[src/rtl/pong_pkg.sv]
// Shared key codes and game-state encoding for the pong input path.
package pong_pkg;

  typedef enum logic [1:0] {
    ST_IDLE  = 2'd0,
    ST_RUN   = 2'd1,
    ST_PAUSE = 2'd2
  } state_e;

  localparam logic [7:0] KEY_W_PRESS     = 8'h00;
  localparam logic [7:0] KEY_S_PRESS     = 8'h01;
  localparam logic [7:0] KEY_UP_PRESS    = 8'h04;
  localparam logic [7:0] KEY_DN_PRESS    = 8'h05;
  localparam logic [7:0] KEY_ENTER_PRESS = 8'h10;
  localparam logic [7:0] KEY_SPACE_PRESS = 8'h11;
  localparam logic [7:0] KEY_W_REL       = 8'h80;
  localparam logic [7:0] KEY_S_REL       = 8'h81;
  localparam logic [7:0] KEY_UP_REL      = 8'h14;
  localparam logic [7:0] KEY_DN_REL      = 8'h15;
  localparam logic [7:0] KEY_ENTER_REL   = 8'h90;
  localparam logic [7:0] KEY_SPACE_REL   = 8'h91;

  typedef struct packed {
    logic w;
    logic s;
    logic up;
    logic dn;
  } keys_t;

endpackage

[src/rtl/pong_step_timer.sv]
// Free-running step divider; counts only while enabled, otherwise parked at 0.
module pong_step_timer #(
  parameter int STEP_DIV = 250000
) (
  input  logic i_clk,
  input  logic i_rst,
  input  logic i_en,
  output logic o_tick
);
  localparam int CW = $clog2(STEP_DIV);
  localparam logic [CW-1:0] LAST = CW'(STEP_DIV - 1);

  logic [CW-1:0] cnt_q, cnt_d;

  always_comb begin
    cnt_d = '0;
    if (i_en) cnt_d = (cnt_q == LAST) ? '0 : cnt_q + CW'(1);
  end

  always_ff @(posedge i_clk) begin
    if (i_rst) cnt_q <= '0;
    else       cnt_q <= cnt_d;
  end

  assign o_tick = i_en && (cnt_q == LAST);

endmodule

[src/rtl/pong_input_scheduler.sv]
// Turns key events into held-key flags, a game-state FSM and periodic paddle step pulses.
module pong_input_scheduler
  import pong_pkg::*;
#(
  parameter int STEP_DIV = 250000
) (
  input  logic       i_clk,
  input  logic       i_rst,
  input  logic [7:0] i_code,
  input  logic       i_code_valid,
  input  logic       i_round_over,
  output logic       o_p1_up,
  output logic       o_p1_down,
  output logic       o_p2_up,
  output logic       o_p2_down,
  output logic [1:0] o_state,
  output logic       o_start
);
  state_e     state_q, state_d;
  keys_t      keys_q, keys_d;
  logic [3:0] pulse_q, pulse_d;
  logic       start_q, start_d;
  logic       enter_p, space_p, run_hold, tick;

  assign enter_p = i_code_valid && (i_code == KEY_ENTER_PRESS);
  assign space_p = i_code_valid && (i_code == KEY_SPACE_PRESS);

  always_comb begin
    keys_d = keys_q;
    if (i_code_valid) begin
      case (i_code)
        KEY_W_PRESS:  keys_d.w  = 1'b1;
        KEY_S_PRESS:  keys_d.s  = 1'b1;
        KEY_UP_PRESS: keys_d.up = 1'b1;
        KEY_DN_PRESS: keys_d.dn = 1'b1;
        KEY_W_REL:    keys_d.w  = 1'b0;
        KEY_S_REL:    keys_d.s  = 1'b0;
        KEY_UP_REL:   keys_d.up = 1'b0;
        KEY_DN_REL:   keys_d.dn = 1'b0;
        default: ;
      endcase
    end
  end

  always_ff @(posedge i_clk) begin
    if (i_rst) begin
      state_q <= ST_IDLE;
      keys_q  <= '0;
      pulse_q <= '0;
      start_q <= 1'b0;
    end else begin
      state_q <= state_d;
      keys_q  <= keys_d;
      pulse_q <= pulse_d;
      start_q <= start_d;
    end
  end

  // round_over is checked first so it wins over a coincident Enter/Space
  always_comb begin
    state_d = state_q;
    case (state_q)
      ST_IDLE:  if (enter_p) state_d = ST_RUN;
      ST_RUN:   if (i_round_over || enter_p) state_d = ST_IDLE;
                else if (space_p) state_d = ST_PAUSE;
      ST_PAUSE: if (i_round_over || enter_p) state_d = ST_IDLE;
                else if (space_p) state_d = ST_RUN;
      default:  state_d = ST_IDLE;
    endcase
  end

  // Counting only while staying in RUN zeroes the counter on entry and kills
  // any tick that lands on the cycle the game leaves RUN.
  assign run_hold = (state_q == ST_RUN) && (state_d == ST_RUN);

  pong_step_timer #(.STEP_DIV(STEP_DIV)) u_timer (
    .i_clk  (i_clk),
    .i_rst  (i_rst),
    .i_en   (run_hold),
    .o_tick (tick)
  );

  always_comb begin
    start_d = (state_q == ST_IDLE) && (state_d == ST_RUN);
    pulse_d = '0;
    if (tick) begin
      pulse_d[3] = keys_q.w  & ~keys_q.s;
      pulse_d[2] = keys_q.s  & ~keys_q.w;
      pulse_d[1] = keys_q.up & ~keys_q.dn;
      pulse_d[0] = keys_q.dn & ~keys_q.up;
    end
  end

  assign o_state   = state_q;
  assign o_start   = start_q;
  assign o_p1_up   = pulse_q[3];
  assign o_p1_down = pulse_q[2];
  assign o_p2_up   = pulse_q[1];
  assign o_p2_down = pulse_q[0];

endmodule

[config.mk]
export PLATFORM = sky130hd
export DESIGN_NAME = pong_input_scheduler
export DESIGN_NICKNAME = d
export VERILOG_FILES = /design/src/rtl/pong_pkg.sv /design/src/rtl/pong_step_timer.sv /design/src/rtl/pong_input_scheduler.sv
export SDC_FILE = /design/constraint.sdc
export NUM_CORES = 1
export LEC_CHECK = 0
export BUFFER_PORTS_ARGS = -buffer_cell sky130_fd_sc_hd__buf_2
export CORE_MARGIN = 10
export CORE_UTILIZATION = 50
export DETAILED_ROUTE_END_ITERATION = 6
export GPL_ROUTABILITY_DRIVEN = 1
export PLACE_DENSITY = 0.71
export SLEW_MARGIN = 15
export SYNTH_ARGS = -nofsm -noshare
export SYNTH_HDL_FRONTEND = slang
export SYNTH_SLANG_ARGS = --single-unit
[constraint.sdc]
create_clock -name i_clk -period 2 [get_ports i_clk]
set_input_delay 0.2 -clock i_clk [delete_from_list [all_inputs] [get_ports i_clk]]
set_output_delay 0.2 -clock i_clk [all_outputs]
set_load 0.01 [all_outputs]
==> impl_metrics.tcl <==
set metrics [dict create \
    placeableCoreArea_um2 2540 \
    critPathCaptureType "register" \
    tightestPinTransition_ns 0.580 \
    final_nets 176 \
    viasPerCell 5.94 \
    io_buffers 18 \
    crit_family "flip-flops" \
    cts_tree "yes" \
    io_pins 19 \
    powerDensity_nw_per_um2 707 \
    setup_violations 0 \
    cts_hold_buf 0 \
    slew_viol_final 0 \
    cp-start-kind "register" \
    required_ns 2.21 \
    detail-route-antenna-nets 0 \
    criticalPathCategory "register to register" \
    crit_arrival_ns 1.91 \
    place_congestion 0.804 \
    maxCapViolations 0 \
    hold_viol_final 0 \
    crit_buf_inv 1 \
    yosysUniqueCellTypes 36 \
    r2r_slack_ns 0.30 \
    first_global_vias 1134 \
    cts_setup_buffers 0 \
    route.detailed.drc 0 \
    antennaDiodeCount 0 \
    p_leak_uw 0.000542 \
    post-route-min-period_ns 1.70 \
    hpwl_mm 2.12 \
    cts-root-buf "clkbuf_4" \
    antenna_found_initial 0 \
    fin_total_pwr_uw 1110 \
    hp-class "input port to register" \
    max_slew_margin 0.608 \
    cts_buffers 5 \
    syn_area_per_cell_um2 9.90 \
    grt_pass1_wl_mm 5.26 \
    skew_ns 0.00590 \
    syn_to_final_growth_pct 15.2 \
    critPathMaxFanout 11 \
    clock_latency_ns 0.33 \
    seqCellArea_um2 581 \
    fin_tns_setup_ns 0 \
    vias 1153 \
    max-vdd-ir-drop_uv 648 \
    fp.dieW_um 72.3 \
    grt_max_degree 21 \
    clock_sinks 29 \
    fmax_mhz 590 \
    dr.first_iter.drc_count 90 \
    cts_resized 0 \
    fp-row-count 18 \
    cpMaxStageDelayCell "dfxtp_1" \
    final_core_util 0.618 \
    wire_per_inst_um 15.1 \
    grt_usage 0.121 \
    yosysWarningCount 0 \
    outcome "finished clean" \
    multiInputGateArea_um2 736 \
    syn-cell-area_um2 1370 \
    wl_mm 2.92 \
    ctsLongestPathBuffers 2 \
    synth-seq-cells 29 \
    overflow 0 \
    ys_seq_area_frac 0.425 \
    slowest_delay_ns 0.38 \
    cts-htree-levels 2 \
    die_h_um 72.3 \
    dieArea_um2 5220 \
    path_clk_slew_ns 0.09 \
    period_share 0.848 \
    nFillCells 214 \
    syn_nets 151 \
    drive_gt1_frac 0.220 \
    firstDrtPassIters 4 \
    grt_setup_unrepaired "false" \
    synthCells 138 \
    initial_core_util 0.537 \
    path_cells "ha_1 > nand3_1 > o41ai_4 > buf_4 > nor3_1" \
]
-- cell type report --
class	instances	area share
Clock inverter	1	0.0191
Clock buffer	7	0.0350
Multi-Input combinational cell	100	0.467
Tap cell	30	0.0238
Inverter	6	0.0143
Sequential cell	29	0.369
Timing Repair Buffer	21	0.0715
-- layout by cell type (no fill, tap or decap), drive strengths merged, types with 2 or more instances in the layout --
master	count
nand2	7
xor2	9
a211oi	6
nor4	2
and4	4
or3	6
nand3	8
nor3	18
and2	2
clkbuf	7
buf	21
a41oi	3
a311oi	2
o21ai	5
nor4bb	2
nor3b	5
xnor2	2
inv	6
nor4b	2
dfxtp	29
nand4	5
-- power by group --
part	switching [µW]	internal, µW
clock	203	298
sequential	0.212	577
combinational	20.0	14.5
-- kinds of logic after synthesis --
group / Yosys count / share of synthesized area
mux: 1 / 0.00733
compound gates: 21 / 0.133
buf+inv: 9 / 0.0366
simple gates: 66 / 0.319
flops: 29 / 0.425
fa+ha+maj: 1 / 0.00916
xor+xnor: 11 / 0.0705
-- routing by layer --
metal | track usage | routed length (µm) | up-vias
li1 | - | - | 575
met3 | 0.0395 | 142 | 4
met5 | 0 | 0 | -
met1 | 0.154 | 1400 | 547
met2 | 0.184 | 1350 | 27
met4 | 0.0452 | 32 | 0
-- through the flow --
step / setup WS [ns] / instance area [µm²] / cells / hold slack (ns)
after global placement: 0.388 / 1490 / 186 / 0.440
after floorplan: 0.270 / 1370 / 138 / 0.272
after CTS: 0.303 / 1570 / 194 / 0.0833
after global routing: 0.0738 / 1570 / 194 / 0.122
final: 0.304 / 1570 / 194 / 0.120
after detailed placement: 0.314 / 1490 / 186 / 0.442
-- registers in the layout, indices dropped and copies added, names as in the netlist --
| signal | flops |
|---|---|
| keys_q | 4 |
| o_start | 1 |
| o_state | 2 |
| pulse_q | 4 |
| u_timer.cnt_q | 18 |
-- worst paths after layout --
| check | startpoint | endpoint | cells past startpoint |
|---|---|---|---|
| hold / removal | i_round_over | o_state[1]$_SDFF_PP0_ | 2 |
| setup reg to reg | u_timer.cnt_q[0]$_SDFF_PP0_ | u_timer.cnt_q[6]$_SDFF_PP0_ | 5 |
| setup / recovery | u_timer.cnt_q[0]$_SDFF_PP0_ | u_timer.cnt_q[6]$_SDFF_PP0_ | 5 |
| hold reg to reg | keys_q[1]$_SDFFE_PP0P_ | pulse_q[0]$_SDFF_PP0_ | 1 |
-- synth_stat cells --
cell type | n | area share
nor3b_1 | 5 | 0.027
and3_1 | 1 | 0.0046
nor4bb_1 | 2 | 0.015
buf_6 | 2 | 0.016
a211oi_1 | 4 | 0.022
or3_1 | 6 | 0.027
o211ai_1 | 1 | 0.0055
xor2_1 | 9 | 0.058
ha_1 | 1 | 0.0092
a31oi_1 | 1 | 0.0046
nor4_1 | 2 | 0.0092
o21ai_0 | 5 | 0.018
nor4b_4 | 2 | 0.035
nor2_1 | 1 | 0.0027
a211oi_2 | 2 | 0.018
nor3_1 | 16 | 0.059
a41oi_1 | 3 | 0.019
inv_1 | 6 | 0.016
nand2_1 | 7 | 0.019
nand4_1 | 5 | 0.023
dfxtp_1 | 29 | 0.42
a21o_1 | 1 | 0.0055
nor3_2 | 2 | 0.015
xnor2_1 | 2 | 0.013
mux2i_1 | 1 | 0.0073
o41ai_4 | 1 | 0.020
and2_1 | 2 | 0.0092
a211o_1 | 1 | 0.0064
nand3b_1 | 1 | 0.0055
and4_1 | 3 | 0.019
and4_4 | 1 | 0.0082
nand4b_1 | 1 | 0.0064
buf_2 | 1 | 0.0037
a311oi_1 | 2 | 0.013
nand3_1 | 8 | 0.029
nand2b_1 | 1 | 0.0046
(Power assumes the default switching activity.)
